--- src/rtl/pixel_plot_pkg.sv ---
// Shared constants and types for the pixel plot sink: screen geometry, pixel record, FSM states.
package pixel_plot_pkg;

    localparam int SCREEN_W = 160;
    localparam int SCREEN_H = 120;
    localparam int ADDR_W   = 15;
    localparam int COLOUR_W = 3;
    localparam int FB_LAST  = SCREEN_W * SCREEN_H - 1;

    typedef struct packed {
        logic [7:0]          x;
        logic [6:0]          y;
        logic [COLOUR_W-1:0] colour;
    } pixel_t;

    typedef enum logic [1:0] {
        IDLE  = 2'd0,
        DRAIN = 2'd1,
        CLEAR = 2'd2
    } plot_state_t;

    // y*160 + x as shifts, so the row multiply never needs a multiplier.
    function automatic logic [ADDR_W-1:0] pixel_addr(input logic [7:0] x, input logic [6:0] y);
        logic [ADDR_W-1:0] yw;
        yw = ADDR_W'(y);
        return (yw << 7) + (yw << 5) + ADDR_W'(x);
    endfunction

endpackage

--- src/rtl/pixel_plot_if.sv ---
// Valid/ready pixel plot channel between a drawing block (master) and the plot sink (slave).
interface pixel_plot_if;
    import pixel_plot_pkg::*;

    logic                plot_valid;
    logic                plot_ready;
    logic [7:0]          x;
    logic [6:0]          y;
    logic [COLOUR_W-1:0] colour;

    modport master (output plot_valid, output x, output y, output colour, input plot_ready);
    modport slave  (input plot_valid, input x, input y, input colour, output plot_ready);

endinterface

--- src/rtl/plot_fifo.sv ---
// Small synchronous FIFO of pixel records; read data is the current head, valid while not empty.
module plot_fifo
    import pixel_plot_pkg::*;
#(
    parameter int DEPTH = 4
) (
    input  logic   clk,
    input  logic   reset_n,
    input  logic   i_push,
    input  pixel_t i_wdata,
    input  logic   i_pop,
    output pixel_t o_rdata,
    output logic   o_full,
    output logic   o_empty
);

    localparam int PW = $clog2(DEPTH);

    pixel_t        r_mem [DEPTH];
    logic [PW-1:0] r_wr_ptr;
    logic [PW-1:0] r_rd_ptr;
    logic [PW:0]   r_count;
    logic          w_push;
    logic          w_pop;

    assign w_push  = i_push && !o_full;
    assign w_pop   = i_pop && !o_empty;
    assign o_full  = (r_count == (PW+1)'(DEPTH));
    assign o_empty = (r_count == '0);
    assign o_rdata = r_mem[r_rd_ptr];

    always_ff @(posedge clk) begin
        if (w_push) r_mem[r_wr_ptr] <= i_wdata;
    end

    always_ff @(posedge clk or negedge reset_n) begin
        if (!reset_n) begin
            r_wr_ptr <= '0;
            r_rd_ptr <= '0;
            r_count  <= '0;
        end else begin
            if (w_push) r_wr_ptr <= r_wr_ptr + PW'(1);
            if (w_pop)  r_rd_ptr <= r_rd_ptr + PW'(1);
            case ({w_push, w_pop})
                2'b10:   r_count <= r_count + (PW+1)'(1);
                2'b01:   r_count <= r_count - (PW+1)'(1);
                default: r_count <= r_count;
            endcase
        end
    end

endmodule

--- src/rtl/pixel_plot_sink.sv ---
// Pixel plot sink: buffers plot requests and writes them to the 160x120 framebuffer, plus full-screen clear.
// Optional macro PLOT_BOUNDS_CHECK_EN: discard off-screen pixels and count them in dropped_cnt.
module pixel_plot_sink
    import pixel_plot_pkg::*;
#(
    parameter int FIFO_DEPTH = 4
) (
    input  logic                clk,
    input  logic                reset_n,
    pixel_plot_if.slave         plot,
    input  logic                clear_req,
    input  logic [COLOUR_W-1:0] clear_colour,
    output logic                busy,
    output logic [ADDR_W-1:0]   fb_addr,
    output logic [COLOUR_W-1:0] fb_data,
    output logic                fb_we,
    output logic [7:0]          dropped_cnt
);

    plot_state_t         r_state;
    plot_state_t         w_next_state;
    logic                w_fifo_full;
    logic                w_fifo_empty;
    logic                w_push;
    logic                w_pop;
    logic                w_clr_wr;
    logic                w_clr_last;
    logic                w_in_range;
    pixel_t              w_wdata;
    pixel_t              w_head;
    logic [ADDR_W-1:0]   r_clr_addr;
    logic [COLOUR_W-1:0] r_clr_colour;

    assign w_wdata = '{x: plot.x, y: plot.y, colour: plot.colour};

    plot_fifo #(.DEPTH(FIFO_DEPTH)) u_fifo (
        .clk     (clk),
        .reset_n (reset_n),
        .i_push  (w_push),
        .i_wdata (w_wdata),
        .i_pop   (w_pop),
        .o_rdata (w_head),
        .o_full  (w_fifo_full),
        .o_empty (w_fifo_empty)
    );

    always_ff @(posedge clk or negedge reset_n) begin
        if (!reset_n) r_state <= IDLE;
        else          r_state <= w_next_state;
    end

    assign w_clr_last = (r_clr_addr == ADDR_W'(FB_LAST));

    always_comb begin
        w_next_state = r_state;
        case (r_state)
            IDLE:    if (clear_req)    w_next_state = DRAIN;
            DRAIN:   if (w_fifo_empty) w_next_state = CLEAR;
            CLEAR:   if (w_clr_last)   w_next_state = IDLE;
            default: w_next_state = IDLE;
        endcase
    end

    // Pixels already queued are written before the clear sweep; the sweep itself stalls the FIFO.
    always_comb begin
        plot.plot_ready = !w_fifo_full && (r_state == IDLE);
        w_push          = plot.plot_valid && plot.plot_ready;
        w_pop           = !w_fifo_empty && (r_state != CLEAR);
        w_clr_wr        = (r_state == CLEAR);
    end

    always_ff @(posedge clk or negedge reset_n) begin
        if (!reset_n) begin
            r_clr_addr   <= '0;
            r_clr_colour <= '0;
        end else begin
            if (r_state == IDLE && clear_req) r_clr_colour <= clear_colour;
            if (w_clr_wr) r_clr_addr <= r_clr_addr + ADDR_W'(1);
            else          r_clr_addr <= '0;
        end
    end

`ifdef PLOT_BOUNDS_CHECK_EN
    assign w_in_range = (w_head.x < 8'(SCREEN_W)) && (w_head.y < 7'(SCREEN_H));

    always_ff @(posedge clk or negedge reset_n) begin
        if (!reset_n) dropped_cnt <= '0;
        else if (w_pop && !w_in_range && dropped_cnt != 8'hFF) dropped_cnt <= dropped_cnt + 8'd1;
    end
`else
    // Off-screen pixels wrap through the truncated address instead of being filtered.
    assign w_in_range  = 1'b1;
    assign dropped_cnt = '0;
`endif

    always_ff @(posedge clk or negedge reset_n) begin
        if (!reset_n) begin
            fb_we   <= 1'b0;
            fb_addr <= '0;
            fb_data <= '0;
        end else if (w_clr_wr) begin
            fb_we   <= 1'b1;
            fb_addr <= r_clr_addr;
            fb_data <= r_clr_colour;
        end else if (w_pop && w_in_range) begin
            fb_we   <= 1'b1;
            fb_addr <= pixel_addr(w_head.x, w_head.y);
            fb_data <= w_head.colour;
        end else begin
            fb_we   <= 1'b0;
        end
    end

    assign busy = (r_state != IDLE) || !w_fifo_empty || fb_we;

endmodule

--- src/flat_wrapper.sv ---
// flat-port wrapper written by rule: the top's interface ports become plain ports
module pixel_plot_sink_flat import pixel_plot_pkg::*;
#(
    parameter int FIFO_DEPTH = 4
)
  (clk, reset_n, clear_req, clear_colour, busy, fb_addr, fb_data, fb_we, dropped_cnt, plot_plot_valid, plot_x, plot_y, plot_colour, plot_plot_ready);
  pixel_plot_if plot_i ();
  input  logic clk;
  input  logic reset_n;
  input  logic clear_req;
  input  logic [COLOUR_W-1:0] clear_colour;
  output logic busy;
  output logic [ADDR_W-1:0] fb_addr;
  output logic [COLOUR_W-1:0] fb_data;
  output logic fb_we;
  output logic [7:0] dropped_cnt;
  input wire logic [$bits(plot_i.plot_valid)-1:0] plot_plot_valid;
  input wire logic [$bits(plot_i.x)-1:0] plot_x;
  input wire logic [$bits(plot_i.y)-1:0] plot_y;
  input wire logic [$bits(plot_i.colour)-1:0] plot_colour;
  output wire logic [$bits(plot_i.plot_ready)-1:0] plot_plot_ready;
  assign plot_i.plot_valid = plot_plot_valid;
  assign plot_i.x = plot_x;
  assign plot_i.y = plot_y;
  assign plot_i.colour = plot_colour;
  assign plot_plot_ready = plot_i.plot_ready;
  pixel_plot_sink #(.FIFO_DEPTH(FIFO_DEPTH)) u_core (.clk(clk), .reset_n(reset_n), .plot(plot_i), .clear_req(clear_req), .clear_colour(clear_colour), .busy(busy), .fb_addr(fb_addr), .fb_data(fb_data), .fb_we(fb_we), .dropped_cnt(dropped_cnt));
endmodule
--- config.mk ---
export PLATFORM = sky130hd
export DESIGN_NAME = pixel_plot_sink_flat
export DESIGN_NICKNAME = d
export VERILOG_FILES = /design/src/rtl/pixel_plot_pkg.sv /design/src/rtl/pixel_plot_if.sv /design/src/rtl/plot_fifo.sv /design/src/rtl/pixel_plot_sink.sv /design/src/flat_wrapper.sv
export SDC_FILE = /design/constraint.sdc
export NUM_CORES = 1
export LEC_CHECK = 0
export BUFFER_PORTS_ARGS = -buffer_cell sky130_fd_sc_hd__buf_2
export CORE_ASPECT_RATIO = 1.1
export CORE_UTILIZATION = 57
export DETAILED_ROUTE_END_ITERATION = 8
export PLACE_DENSITY = 0.89
export SYNTH_ARGS = -nofsm -noshare
export SYNTH_HDL_FRONTEND = slang
export SYNTH_SLANG_ARGS = --single-unit
--- constraint.sdc ---
create_clock -name clk -period 5.4 [get_ports clk]
set_input_delay 0.81 -clock clk [delete_from_list [all_inputs] [get_ports clk]]
set_output_delay 0.81 -clock clk [all_outputs]
set_load 0.05 [all_outputs]
==> run_results.csv, run 1 <==
group,metric,value,unit
timing,max_slew_margin,0.323,
clock_network,clkLatencyLatePin,0.52,ns
global_route,gr-total-overflow,0,
critical_path,path_class,"reg -> reg",
clock_network,cts.clk_slew.worst_paths,0.06,ns
outcome,status,"completed",
synth,synthCells,371,
drt,wl_per_cell,18.8,µm
synth,ys_ff_latch,118,
clock_network,clock_sinks,118,
drt,vias,3222,
floorplan,initial_core_util,0.588,
floorplan,io_pins,54,
drt,drcViolationCount,0,
synth,async_reset_ff_frac,0.390,
layout,drive_above_1_share,0.243,
critical_path,worstPathRequired,5.79,ns
critical_path,arrival,4.43,ns
timing,fin_crit,4.04,ns
flow_run,drv_cap,0,
critical_path,cp.buffers_inverters,1,
critical_path,worstReg2RegStart,"u_core.u_fifo.r_rd_ptr[0]",
synth,synth_area,5190,µm²
timing,drv_slew,0,
timing,setup_viol_count_final,0,
clock_network,cts_buffer_depth,2,
floorplan,coreArea,8830,µm²
critical_path,worstRegToRegCells,10,
layout,syn_to_final_growth,16.7,%
critical_path,reg2reg_slack,1.36,ns
clock_network,htree_num_levels,4,
synth,synth.avg_cell_area,14.0,µm²
critical_path,crit_chain,"buf_4 > mux4_2 > ha_1 > ha_1 > fa_1 > a21o_1 > a221oi_1 > nor2b_1 > o311ai_0 > a21oi_1",
synth,netlist_top_cells_area,"edfxtp_1, dfrtp_1, mux4_2",
critical_path,cp-end-kind,"flip-flop",
timing,finalCritPeriodShare,0.747,
synth,ys.flop_type,"edfxtp_1",
layout,fillers,567,
synth,yosys.area.top_type,"edfxtp_1",
power_and_ir_drop,power_density,689,nW/µm²
place,gp_congestion,0.801,
place,port_buffers,45,
critical_path,startpoint_type,"flip-flop",
layout,final_cells,551,
timing,fmax,0.248,GHz
drt,first_iter_violations,217,
synth,synth_top_area_frac,0.417,
timing,tightest_slew,1.02,ns
floorplan,row_count,36,
synth,synth_edf_count,72,
critical_path,crit_top_cell,"ha_1",
drt,via_per_inst,5.85,
clock_network,cts_root_buf,"clkbuf_8",
timing,hold_viol,0,
drt,final_antenna_net_count,0,
floorplan,die_w,93.0,µm
synth,seq_area_frac_synth,0.639,
synth,yosysWarnings,0,
drt,finalWirelength,10400,µm
clock_network,cts_hold_buf,0,
floorplan,fp.dieH,102,µm
place,hpwl,6340,µm
power_and_ir_drop,p_total,0.00417,W
global_route,antenna_found_initial,0,
global_route,grt_first_pass_wirelength,16700,µm
global_route,grt_pass1_vias,3215,
clock_network,cts_inserted_buffers,17,
critical_path,slowest_delay,0.78,ns
critical_path,critPathSlowestCell,"dfrtp_1",
clock_network,cts_tree,"built",
layout,finalNetCount,471,
floorplan,die_area,9490,µm²
synth,yosysUniqueCellTypes,38,
critical_path,crit_family,"compound AO/OA/AOI/OAI gates",
place,dp_cells,519,
global_route,grt_max_degree,47,
critical_path,r2r_end,"u_core.fb_addr[14]",
timing,rsz0062_at_grt,"no",
timing,finalSetupTns,0,ns
global_route,track_usage,0.243,
clock_network,post-cts-setup-buffers,0,
layout,n_antenna_cell,0,
critical_path,cp_max_fo,12,
synth,synth.most_common_cell,"edfxtp_1",
timing,fin_skew,0.00850,ns
synth,synth_common_cells,"edfxtp_1, dfrtp_1, nor2_1",
clock_network,post_cts_resized,0,
power_and_ir_drop,ir_worst_vdd,0.000336,V
drt,first_pass_iters,6,
power_and_ir_drop,leakagePower,2.47,nW
worst_hold_path,hold_class,"in -> async",
-- how the worst max path moves through the flow --
| stage | startpoint | to | slack [ns] | cells after the start |
|---|---|---|---|---|
| 2_1_floorplan | u_core.u_fifo.r_rd_ptr[0] | u_core.fb_addr[14] | 2.09 | 11 |
| 3_3_place_gp | u_core.u_fifo.r_rd_ptr[0] | u_core.fb_addr[14] | 1.66 | 10 |
| 3_5_place_dp | u_core.u_fifo.r_rd_ptr[0] | u_core.fb_addr[14] | 1.50 | 10 |
| 4_1_cts | u_core.u_fifo.r_rd_ptr[0] | u_core.fb_addr[14] | 1.38 | 10 |
| 5_1_grt | u_core.u_fifo.r_rd_ptr[0] | u_core.fb_addr[14] | 1.13 | 10 |
| 6_report | u_core.u_fifo.r_rd_ptr[0] | u_core.fb_addr[14] | 1.36 | 10 |
-- kinds of logic (layout without fill, tap and decap cells) --
kind of cell,after synthesis,count (layout),synth area share
AND/OR/NAND/NOR,111,111,0.0950
other,1,8,0.000723
XOR/XNOR,23,23,0.0388
multiplexers,24,24,0.0907
flip-flops,118,118,0.639
buffers and inverters,34,93,0.0330
adder cells (fa/ha/maj),22,22,0.0574
AO/OA/AOI/OAI,38,38,0.0456
-- power by group --
part | switching [W] | internal (W)
Clock | 0.000412 | 0.000635
Sequential | 0.000152 | 0.00116
Combinational | 0.00111 | 0.000701
Total | 0.00167 | 0.00250
-- worst reg2reg max path, stage by stage (launching register included) --
cell and delay [ns]:
dfrtp_1 0.78, buf_4 0.34, mux4_2 0.57, ha_1 0.33
ha_1 0.24, fa_1 0.42, a21o_1 0.19, a221oi_1 0.48
nor2b_1 0.11, o311ai_0 0.34, a21oi_1 0.11
-- layout by cell type (no fill, tap or decap), types with 3 or more instances in the layout --
cell and count:
mux4_2 18, a31oi_1 12, inv_1 12, o21ai_0 4
nand3_1 8, nor2_1 39, fa_1 3, nor3_1 4
mux2_2 4, a21oi_1 12, and3_1 6, dfrtp_1 46
conb_1 8, buf_4 4, a311oi_1 3, xor2_1 13
xnor2_1 10, inv_6 4, edfxtp_1 72, inv_4 3
nand2_1 38, clkinv_2 3, ha_1 19, buf_2 45
clkbuf_16 18, nand4_1 3
-- area by class of cell --
class,instances,area [µm²],area share
clock buffer,20,478,0.0790
tap,114,143,0.0236
sequential,118,3310,0.547
clock inverter,12,85.1,0.0141
inverter,12,45.0,0.00744
multi-input combinational,226,1730,0.286
timing repair buffer,49,255,0.0422
-- flip-flops by register name, indices dropped and copies added (netlist names) --
register and count:
u_core.r_clr_addr 15, u_core.u_fifo.r_rd_ptr 2, u_core.r_clr_colour 3, u_core.r_state 2
u_core.fb_data 3, u_core.u_fifo.r_mem 72, u_core.fb_we 1, u_core.u_fifo.r_count 3
u_core.fb_addr 15, u_core.u_fifo.r_wr_ptr 2
-- routing by layer --
metal  up-vias  track usage  wire (µm)
met5         -            0          0
met4         0       0.0959        199
met3        28       0.0781        721
met2       154        0.400       5320
met1      1595        0.303       4130
li1       1445            -          -
-- metrics by stage --
stage | utilization | hold WS (ns) | cell area, µm² | setup WS (ns)
finish | 0.686 | 0.463 | 6050 | 1.36
global route | 0.686 | 0.487 | 6050 | 1.13
CTS | 0.686 | 0.483 | 6050 | 1.38
detailed placement | 0.622 | 0.502 | 5490 | 1.50
global placement | 0.622 | 0.494 | 5490 | 1.66
floorplan | - | 0.468 | 5210 | 2.09
(Power assumes the default switching activity.)
==> inputs of run 2 (changes only) <==
clock period = 4.02 ns   (was 5.4 ns; I/O delays follow)
==> run_results.csv, run 2 (synthesis results as in run 1) <==
group,metric,value,unit
outcome,status,"completed",
global_route,grt_first_pass_wirelength,16700,µm
drt,first_iter_violations,257,
layout,n_antenna_cell,0,
global_route,met2_usage,0.403,
floorplan,row_count,36,
global_route,grt_busiest_layer,"met2",
drt,via_per_inst,5.79,
power_and_ir_drop,power_density,916,nW/µm²
drt,finalWirelength,10300,µm
global_route,antenna_found_initial,0,
layout,multi_input_area,1730,µm²
critical_path,worstPathRequired,4.41,ns
power_and_ir_drop,ir_worst_vdd,0.000571,V
clock_network,cts_tree,"built",
floorplan,die_w,93.0,µm
timing,hold_viol,0,
clock_network,cts_inserted_buffers,17,
layout,fin_area,6060,µm²
layout,fillers,588,
critical_path,reg2reg_slack,0.50,ns
clock_network,post_cts_resized,0,
place,hpwl,6530,µm
timing,finalSetupTns,0,ns
drt,first_pass_iters,5,
layout,finalNetCount,473,
clock_network,cts_root_buf,"clkbuf_8",
critical_path,critPathSlowestCell,"dfrtp_1",
clock_network,clock_sinks,118,
timing,tightest_slew,1.15,ns
global_route,grt_max_degree,47,
drt,vias,3203,
global_route,gr-total-overflow,0,
place,port_buffers,45,
floorplan,initial_core_util,0.588,
place,gp_congestion,0.853,
timing,fin_skew,0.00976,ns
floorplan,fp.dieH,102,µm
critical_path,crit_top_cell,"ha_1",
flow_run,drv_cap,0,
layout,regMostFlops,"u_core.u_fifo.r_mem",
global_route,use_met3,0.0618,
timing,setup_viol_count_final,0,
layout,ff_latch_area,3310,µm²
floorplan,die_area,9490,µm²
critical_path,slowest_delay,0.69,ns
place,placed_area,5510,µm²
timing,fmax,0.284,GHz
timing,drv_slew,0,
critical_path,path_class,"reg -> reg",
timing,finalCritPeriodShare,0.875,
critical_path,cp-end-kind,"flip-flop",
timing,rsz0062_at_grt,"no",
critical_path,cp_max_fo,10,
drt,drcViolationCount,0,
clock_network,htree_num_levels,4,
drt,final_antenna_net_count,0,
layout,largest_reg_flops,72,
global_route,grt_pass1_vias,3267,
clock_network,cts.clk_slew.worst_paths,0.06,ns
layout,syn_to_final_growth,16.8,%
worst_hold_path,hold_class,"in -> async",
layout,final_cell_mix,"edfxtp_1, dfrtp_1, buf_2",
global_route,use_met1,0.303,
floorplan,coreArea,8830,µm²
power_and_ir_drop,leakagePower,2.47,nW
layout,reg_top3,"u_core.u_fifo.r_mem: 72 flops, u_core.fb_addr: 15 flops, u_core.r_clr_addr: 15 flops",
global_route,track_usage,0.244,
critical_path,crit_chain,"buf_4 > mux4_2 > ha_1 > ha_1 > fa_1 > a21o_1 > a221oi_1 > nor2b_1 > o311ai_0 > a21oi_1",
timing,max_slew_margin,0.235,
critical_path,startpoint_type,"flip-flop",
layout,drive_above_1_share,0.239,
clock_network,cts_buffer_depth,2,
drt,wl_per_cell,18.5,µm
critical_path,arrival,3.91,ns
layout,final_common_cell,"edfxtp_1",
clock_network,clkLatencyLatePin,0.52,ns
timing,fin_crit,3.52,ns
clock_network,post-cts-setup-buffers,0,
floorplan,io_pins,54,
clock_network,cts_hold_buf,0,
## run 2: cell types whose count changed in the layout (fill, tap and decap cells not counted), sizes merged
| cell | before | now |
|---|---|---|
| clkinv | 4 | 10 |
| bufinv | 0 | 2 |
| buf | 49 | 51 |
| inv | 19 | 13 |
| clkbuf | 20 | 18 |
## run 2: through the flow
| stage | worst slack [ns] | hold slack [ns] | power [W] | util | std cells |
|---|---|---|---|---|---|
| after floorplan | 0.709 | 0.307 | 0.00356 | - | 378 |
| after global placement | 0.584 | 0.496 | 0.00400 | 0.624 | 521 |
| after detailed placement | 0.482 | 0.498 | 0.00413 | 0.624 | 521 |
| after CTS | 0.479 | 0.279 | 0.00557 | 0.686 | 553 |
| after global routing | 0.214 | 0.286 | 0.00588 | 0.686 | 553 |
| final | 0.501 | 0.257 | 0.00555 | 0.686 | 553 |
## run 2: layer usage
layer	vias up	share of wire
li1	1449	-
met1	1612	0.40
met2	115	0.52
met3	27	0.051
met4	0	0.030
met5	-	0
## run 2: final cells by class
class                   instances  area share
clock buffers                  18      0.0690
clock inverters                14      0.0223
inverters                      12     0.00743
multi-input cells             226       0.286
flip-flops and latches        118       0.547
well taps                     114      0.0235
repair buffers                 51      0.0446
## run 2: critical path: cells and delay by family, from the launching register on
kind | cells | cell delay, ns
and+or+nand+nor | 1 | 0.08
buffers and inverters | 1 | 0.27
muxes | 1 | 0.51
DFF | 1 | 0.69
adders and majority gates | 3 | 0.83
AOI/OAI and AO/OA | 4 | 1.01
## run 2: power breakdown
group,switching [W],internal (W)
clock,0.000530,0.000874
sequential,0.000180,0.00156
combinational,0.00146,0.000943
total,0.00217,0.00338
## run 2: worst paths after layout
kind                                           startpoint                   endpoint  cells past startpoint
worst max-delay path            u_core.u_fifo.r_rd_ptr[0]         u_core.fb_addr[14]                     10
worst min-delay path                              reset_n         u_core.fb_addr[13]                      1
worst max register to register  u_core.u_fifo.r_rd_ptr[0]         u_core.fb_addr[14]                     10
worst min register to register       u_core.r_clr_addr[0]       u_core.r_clr_addr[0]                      1
max in group asynchronous                         reset_n          u_core.fb_addr[0]                      1
min in group clk                                plot_y[2]  u_core.u_fifo.r_mem[0][5]                      1
